## src/rtl/checksum_stream.sv

```systemverilog
// Multi-lane, frame-based ones/twos-complement checksum with generate and verify modes.
// Wide accumulator absorbs a whole frame; two folds reduce it to one word before the result is registered.
module checksum_stream #(
  parameter int p_WORD_LEN = 16,
  parameter int p_LANES    = 4,
  parameter int p_LEN_W    = 16
) (
  input  logic                            i_clk,
  input  logic                            i_reset,
  input  logic [p_LANES*p_WORD_LEN-1:0]   i_data,
  input  logic [p_LANES-1:0]              i_keep,
  input  logic                            i_valid,
  input  logic                            i_last,
  input  logic                            i_mode,
  input  logic                            i_check,
  output logic                            o_ready,
  output logic [p_WORD_LEN-1:0]           o_checksum,
  output logic                            o_ok,
  output logic                            o_err,
  output logic [p_LEN_W-1:0]              o_count,
  output logic                            o_done
);

  localparam int W  = p_WORD_LEN;
  localparam int G  = p_LEN_W;
  localparam int AW = W + G;
  localparam int CW = G + 4;

  typedef enum logic [2:0] {IDLE, ACCUM, FOLD1, FOLD2, DONE} state_t;

  state_t        state;
  logic [AW-1:0] acc;
  logic [G-1:0]  count;
  logic          err;
  logic          mode_q;
  logic          check_q;

  logic [AW-1:0] beat_sum;
  logic [3:0]    beat_pop;
  logic          first;
  logic          accept;
  logic [AW-1:0] acc_next;
  logic [CW-1:0] cnt_sum;
  logic          cnt_ovf;
  logic [G-1:0]  cnt_next;
  logic          err_next;
  logic [AW-1:0] fold_val;
  logic [W-1:0]  s_val;

  always_comb begin
    beat_sum = '0;
    beat_pop = '0;
    for (int unsigned k = 0; k < p_LANES; k++) begin
      if (i_keep[k]) begin
        beat_sum = beat_sum + AW'(i_data[k*W +: W]);
        beat_pop = beat_pop + 4'd1;
      end
    end
  end

  assign first    = (state == IDLE);
  assign accept   = i_valid && o_ready;
  assign acc_next = first ? beat_sum : acc + beat_sum;

  // Count is summed one nibble wider so a frame crossing 2^G words is seen before saturation hides it.
  assign cnt_sum  = (first ? '0 : CW'(count)) + CW'(beat_pop);
  assign cnt_ovf  = (cnt_sum > CW'({G{1'b1}}));
  assign cnt_next = cnt_ovf ? '1 : cnt_sum[G-1:0];
  assign err_next = (first ? 1'b0 : err) | cnt_ovf;

  assign fold_val = mode_q ? AW'(acc[W-1:0])
                           : AW'(acc[W-1:0]) + AW'(acc[AW-1:W]);
  assign s_val    = fold_val[W-1:0];

  always_ff @(posedge i_clk) begin
    if (i_reset) begin
      state      <= IDLE;
      o_ready    <= 1'b1;
      acc        <= '0;
      count      <= '0;
      err        <= 1'b0;
      mode_q     <= 1'b0;
      check_q    <= 1'b0;
      o_checksum <= '0;
      o_ok       <= 1'b0;
      o_err      <= 1'b0;
      o_count    <= '0;
      o_done     <= 1'b0;
    end else begin
      o_done <= 1'b0;
      case (state)
        IDLE, ACCUM: begin
          if (accept) begin
            acc   <= acc_next;
            count <= cnt_next;
            err   <= err_next;
            if (first) begin
              mode_q     <= i_mode;
              check_q    <= i_check;
              o_checksum <= '0;
              o_ok       <= 1'b0;
              o_err      <= 1'b0;
              o_count    <= '0;
            end
            if (i_last) begin
              state   <= FOLD1;
              o_ready <= 1'b0;
            end else begin
              state <= ACCUM;
            end
          end
        end
        FOLD1: begin
          acc   <= fold_val;
          state <= FOLD2;
        end
        FOLD2: begin
          // Second fold is taken combinationally so the result is registered on entry to DONE.
          acc        <= fold_val;
          o_checksum <= mode_q ? (~s_val) + W'(1) : ~s_val;
          o_ok       <= check_q && !err && (mode_q ? (s_val == '0) : (s_val == '1));
          o_err      <= err;
          o_count    <= count;
          o_done     <= 1'b1;
          state      <= DONE;
        end
        DONE: begin
          state   <= IDLE;
          o_ready <= 1'b1;
        end
        default: begin
          state   <= IDLE;
          o_ready <= 1'b1;
        end
      endcase
    end
  end

endmodule

```

## config.mk

```make
export PLATFORM = sky130hd
export DESIGN_NAME = checksum_stream
export DESIGN_NICKNAME = d
export VERILOG_FILES = /design/src/rtl/checksum_stream.sv
export SDC_FILE = /design/constraint.sdc
export NUM_CORES = 1
export LEC_CHECK = 0
export CAP_MARGIN = 20
export CORE_ASPECT_RATIO = 1.1
export CORE_MARGIN = 2
export CORE_UTILIZATION = 25
export DETAILED_ROUTE_END_ITERATION = 12
export SYNTH_ARGS = -nofsm -noshare
export SYNTH_HDL_FRONTEND = slang
export SYNTH_SLANG_ARGS = --single-unit
```

## constraint.sdc

```tcl
create_clock -name i_clk -period 11.2 [get_ports i_clk]
set_clock_uncertainty 0.15 [all_clocks]
set_input_delay 1.12 -clock i_clk [delete_from_list [all_inputs] [get_ports i_clk]]
set_output_delay 1.12 -clock i_clk [all_outputs]
set_load 0.01 [all_outputs]
```

==> results.sh, run 1 <==
export IMPL_cts_buffers=9
export IMPL_drcViolationCount=0
export IMPL_dp_cells=1830
export IMPL_syn_nets=1436
export IMPL_fill_cells=4091
export IMPL_worstSkewPairLatency_ns=0.37
export IMPL_drive_above_1_share_pct=6.54
export IMPL_min_period_ns=8.86
export IMPL_cp_top_family="compound AO/OA/AOI/OAI gates"
export IMPL_maxSlewViolCount=0
export IMPL_synth_warnings=0
export IMPL_slew_headroom_pct=39.0
export IMPL_synth_xor_xnor_area_share_pct=6.94
export IMPL_synth_compound_area_share_pct=31.3
export IMPL_post_cts_buffers=0
export IMPL_grt_max_degree=53
export IMPL_synthAdderAreaFrac_pct=13.7
export IMPL_root_buffer="clkbuf_16"
export IMPL_worstSetupPathType="input port to register"
export IMPL_synth_mux_area_share_pct=3.27
export IMPL_max_cap_violations=0
export IMPL_syn_area_um2=9590
export IMPL_power_density_nw_per_um2=131
export IMPL_hold_worst_slack_ns=0.305
export IMPL_syn_inst=1264
export IMPL_hold_path_class="register to register"
export IMPL_vias_per_cell=5.21
export IMPL_cellLeakagePower_nw=4.68
export IMPL_path_clk_slew_ns=0.07
export IMPL_grt_first_pass_wirelength_um=46800
export IMPL_core_area_um2=38000
export IMPL_antenna_found_initial=3
export IMPL_yosys_area_share_simple_pct=21.4
export IMPL_grt_pass1_vias=9264
export IMPL_io_buffers=109
export IMPL_grt_ovfl_total=0
export IMPL_outcome="finished clean"
export IMPL_finalNonFillerCells=1849
export IMPL_h_tree_depth=3
export IMPL_required_ns=11.32
export IMPL_fin_area_um2=11400
export IMPL_routed_wl_um=29200
export IMPL_ios=110
export IMPL_cts_sinks=90
export IMPL_synth_edf_count=0
export IMPL_synth_top_family_by_area="compound AO/OA/AOI/OAI gates"
export IMPL_cts_tree="built"
export IMPL_cp_arrival_ns=8.99
export IMPL_hold_buffers=0
export IMPL_finalPower_mw=1.50
export IMPL_drtAntennaViolNets=0
export IMPL_rows=75
export IMPL_hpwl_um=23100
export IMPL_die_w_um=191
export IMPL_timing_final_crit_share_pct=79.1
export IMPL_synth_async_reset_ratio_pct=0
export IMPL_cts_resized=0
export IMPL_ys_ff_latch=90
export IMPL_endpoint_kind="register"
export IMPL_area_growth_pct=19.2
export IMPL_cts_buffer_depth=2
export IMPL_drt_iter0_markers=516
export IMPL_fmax_ghz=0.113
export IMPL_startpoint_type="input port"
export IMPL_setup_tns_ns=0
export IMPL_die_area_um2=40000
export IMPL_crit_buf_inv=3
export IMPL_finalHoldViolCount=0
export IMPL_cp_slowest_cell="o21ai_0"
export IMPL_tightestPinTransition_ns=0.912
export IMPL_ys_types=94
export IMPL_syn_area_per_cell_um2=7.59
export IMPL_dpl_instance_area_um2=11100
export IMPL_fin_nets=1513
export IMPL_rsz0062_at_grt="no"
export IMPL_seq_area_frac_synth_pct=18.8
export IMPL_worstHoldStart="o_checksum[12]$_SDFFE_PP0P_"
export IMPL_synth_flop_cell="dfxtp_1"
export IMPL_cp_common_cell="ha_1"
export IMPL_place_congestion=0.897
export IMPL_fp_dieH_um=209
export IMPL_initial_core_util_pct=25.2
export IMPL_cp_max_fo=32
export IMPL_wl_per_cell_um=15.8
export IMPL_setup_viol=0
export IMPL_first_pass_iters=5
export IMPL_setup_worst_path_start="i_keep[0]"
export IMPL_max_vdd_ir_drop_v=0.0000752
export IMPL_vias=9640
export IMPL_grt_use_total_pct=14.4
export IMPL_cp_slowest_stage_delay_ns=0.57
export IMPL_crit_reg2reg_launch="acc[0]$_SDFFE_PP0P_"
## state kept, by name, indices dropped and copies added, names as in the netlist
register	count
o_err	1
o_done	1
o_ok	1
o_ready	1
o_checksum	16
mode_q	1
o_count	16
count	16
check_q	1
err	1
state	3
acc	32
## kinds of logic (layout without fill, tap and decap cells)
logic type,after synthesis,after routing
AO/OA/AOI/OAI,437,437
XOR/XNOR,76,76
adder cells (fa/ha/maj),102,102
buffers and inverters,104,186
flip-flops,90,90
multiplexers,29,29
other,1,4
AND/OR/NAND/NOR,425,425
## layout make-up
class                   instances  area (um2)  area share (%)
clock inverters                 7        60.1           0.525
diodes                          3        7.51          0.0657
repair buffers                120        1170            10.2
inverters                      50         188            1.64
flip-flops and latches         90        1800            15.8
multi-input cells            1070        7360            64.4
well taps                     500         626            5.47
clock buffers                   9         225            1.97
## where the power goes
group	internal (mW)	switching, mW	leakage, nW	total (mW)
registers	0.339	0.0329	0.731	0.372
clock network	0.155	0.150	0.136	0.305
logic	0.352	0.474	3.81	0.826
## tightest hold or removal path, stage by stage (launching register included)
cell and delay [ns]:
dfxtp_1 0.31, nand2_1 0.05, o21ai_1 0.05
## cell usage after synthesis, types with 19 or more instances
master,count,area (um2)
mux2_2,19,214
clkbuf_1,35,131
a21o_1,33,248
and3_1,20,125
nand2_1,134,503
xnor2_1,40,350
dfxtp_1,90,1800
o21ai_0,83,415
inv_1,46,173
nor2_1,104,390
ha_1,92,1150
a22o_1,20,175
nor3_1,28,140
nand3_1,34,170
xor2_1,36,315
a21oi_1,110,551
a211oi_1,20,150
## routing by layer
metal	track usage [%]	share of wire [%]	vias to the layer above
met5	0	0	-
met1	16.9	42	4527
li1	-	-	4848
met2	26.8	51	228
met4	4.95	2.4	0
met3	1.67	4.1	37
## path summary, 6_finish.rpt
kind / end / slack [ns] / cells past startpoint
worst max register to register: o_ok$_SDFFE_PP0P_ / 7.25 / 10
worst min-delay path: o_checksum[12]$_SDFFE_PP0P_ / 0.31 / 2
worst max-delay path: acc[21]$_SDFFE_PP0P_ / 2.34 / 35
worst min register to register: o_checksum[12]$_SDFFE_PP0P_ / 0.31 / 2
## per-stage QoR
step	util [%]	worst slack, ns
3_3_place_gp	29.3	2.29
2_1_floorplan	-	3.08
4_1_cts	30.1	2.38
6_report	30.1	2.34
3_5_place_dp	29.3	2.06
5_1_grt	30.1	1.62
## cell usage in the layout (no fill, tap or decap), types with 12 or more instances in the layout
cell,instances
ha_1,92
nor3_1,27
xor2_1,36
xnor2_1,40
or2_2,12
inv_1,46
dfxtp_1,90
nand2_1,134
a21o_1,33
a31oi_1,16
nor2_1,104
mux2_2,19
o21ai_0,83
and2_1,14
a21oi_1,110
o211ai_1,15
nand3_1,34
a22o_1,20
and3_1,20
a211oi_1,20
clkdlybuf4s50_1,108
a22oi_1,13
o21a_1,18
Note: power is estimated with default switching activity, not from simulation.
==> inputs of run 2 (changes only) <==
Clock period 11.2 ns to 9.1 ns, I/O delays scaled along.
==> run 2 against run 1 <==
Global-route usage decreased by 0.17 points. First-iteration DRC count decreased by 4.8%. Hold slack improved by 0.0064 ns. Combinational power increased by 23%. Highest routed layer unchanged. Non-clock buffer count increased by 1. Routed wire length decreased by 0.78%. Register-to-register slack got worse by 2.6 ns.
==> results.sh, run 2 (same netlist as run 1, synthesis figures left out) <==
export IMPL_outcome="finished clean"
export IMPL_area_growth_pct=19.4
export IMPL_worstHoldStart="o_checksum[3]$_SDFFE_PP0P_"
export IMPL_finalWorstSetupSlack_ns=0.634
export IMPL_die_w_um=191
export IMPL_fmax_ghz=0.118
export IMPL_grt_first_pass_wirelength_um=46300
export IMPL_setup_tns_ns=0
export IMPL_vias_per_cell=5.24
export IMPL_fin_area_um2=11500
export IMPL_cp_slowest_cell="or4_1"
export IMPL_cp_arrival_ns=8.60
export IMPL_die_area_um2=40000
export IMPL_cts_buffer_depth=2
export IMPL_max_vdd_ir_drop_v=0.0000896
export IMPL_initial_core_util_pct=25.2
export IMPL_layout_common_cells="nand2_1 (134), a21oi_1 (110), clkdlybuf4s50_1 (108), nor2_1 (104), ha_1 (92)"
export IMPL_cp_common_cell="ha_1"
export IMPL_registers_top_by_ff_count="acc"
export IMPL_endpoint_kind="register"
export IMPL_max_cap_violations=0
export IMPL_sw_frac_of_total_pct=43.5
export IMPL_min_period_ns=8.47
export IMPL_cts_sinks=90
export IMPL_antennaDiodeCount=0
export IMPL_cellLeakagePower_nw=4.69
export IMPL_grt_pass1_vias=9187
export IMPL_required_ns=9.23
export IMPL_grt_ovfl_total=0
export IMPL_maxSlewViolCount=0
export IMPL_p_seq_share_pct=24.6
export IMPL_largest_reg_flops=32
export IMPL_slew_headroom_pct=41.6
export IMPL_fin_nets=1514
export IMPL_first_pass_iters=5
export IMPL_setup_viol=0
export IMPL_vias=9677
export IMPL_hold_buffers=0
export IMPL_crit_reg2reg_launch="state[1]$_SDFFE_PP0N_"
export IMPL_timing_final_crit_share_pct=93.0
export IMPL_rsz0062_at_grt="no"
export IMPL_hold_path_class="register to register"
export IMPL_finalPower_mw=1.86
export IMPL_drive_above_1_share_pct=6.61
export IMPL_fill_cells=4101
export IMPL_h_tree_depth=3
export IMPL_cp_slowest_stage_delay_ns=0.50
export IMPL_drtAntennaViolNets=0
export IMPL_place_congestion=0.909
export IMPL_cp_max_fo=10
export IMPL_drt_iter0_markers=491
export IMPL_root_buffer="clkbuf_16"
export IMPL_final_common_cell="nand2_1"
export IMPL_antenna_found_initial=0
export IMPL_worstSkewPairLatency_ns=0.36
export IMPL_rows=75
export IMPL_grt_max_degree=53
export IMPL_grt_use_total_pct=14.3
export IMPL_startpoint_type="input port"
export IMPL_power_density_nw_per_um2=162
export IMPL_p_sw_mw=0.809
export IMPL_ios=110
export IMPL_core_area_um2=38000
export IMPL_wl_per_cell_um=15.7
export IMPL_path_clk_slew_ns=0.07
export IMPL_fp_dieH_um=209
export IMPL_tightestPinTransition_ns=0.873
export IMPL_internal_power_mw=1.05
export IMPL_p_comb_share_pct=54.8
export IMPL_cts_resized=0
export IMPL_io_buffers=109
export IMPL_drcViolationCount=0
export IMPL_finalHoldViolCount=0
export IMPL_cts_buffers=9
export IMPL_p_clk_share_pct=20.6
export IMPL_worstSetupPathType="input port to register"
export IMPL_routed_wl_um=28900
export IMPL_setup_worst_path_start="i_keep[0]"
export IMPL_dpl_instance_area_um2=11100
export IMPL_place_ws_ns=0.429
export IMPL_cts_tree="built"
export IMPL_post_cts_buffers=0
export IMPL_hpwl_um=23000
run 2: cell type report:
type / count / area, um2 / share of cell area [%]
clock buffer: 9 / 225 / 1.97
timing repair buffer: 121 / 1180 / 10.3
tap: 500 / 626 / 5.46
sequential: 90 / 1800 / 15.7
clock inverter: 7 / 76.3 / 0.667
inverter: 50 / 188 / 1.64
multi-input combinational: 1070 / 7360 / 64.3
run 2: through the flow:
| stage | utilization (%) | std cells | hold WS, ns |
|---|---|---|---|
| global route | 30.1 | 1847 | 0.342 |
| CTS | 30.1 | 1847 | 0.315 |
| finish | 30.1 | 1847 | 0.312 |
| global placement | 29.3 | 1831 | 0.301 |
| detailed placement | 29.3 | 1831 | 0.303 |
| floorplan | - | 1264 | 0.286 |
run 2: layer usage:
layer,wire [um],global-route usage (%),up-vias
met3,1030,1.57,43
met4,875,5.08,0
met2,14800,26.4,217
met5,0,0,-
met1,12200,16.7,4584
li1,-,-,4833
run 2: final timing paths:
path,end,slack [ns],depth (start not counted)
max,acc[21]$_SDFFE_PP0P_,0.63,35
min,o_checksum[3]$_SDFFE_PP0P_,0.31,2
min reg2reg,o_checksum[3]$_SDFFE_PP0P_,0.31,2
max reg2reg,count[13]$_SDFFE_PP0P_,4.65,14
run 2: power groups by stage:
stage | Clock (mW) | Combinational, mW | Sequential (mW)
2_1_floorplan | 0 | 0.776 | 0.449
3_3_place_gp | 0 | 0.993 | 0.466
3_5_place_dp | 0 | 1.01 | 0.467
4_1_cts | 0.391 | 1.01 | 0.457
5_1_grt | 0.403 | 1.13 | 0.461
6_report | 0.382 | 1.02 | 0.458
run 2: critical path: cells and delay by family:
kind | cells | cell delay (ns)
AND/OR/NAND/NOR | 8 | 1.42
buffers and inverters | 2 | 0.54
AO/OA/AOI/OAI | 15 | 3.07
XOR/XNOR | 3 | 0.47
adder cells (fa/ha/maj) | 6 | 1.90
multiplexers | 1 | 0.29
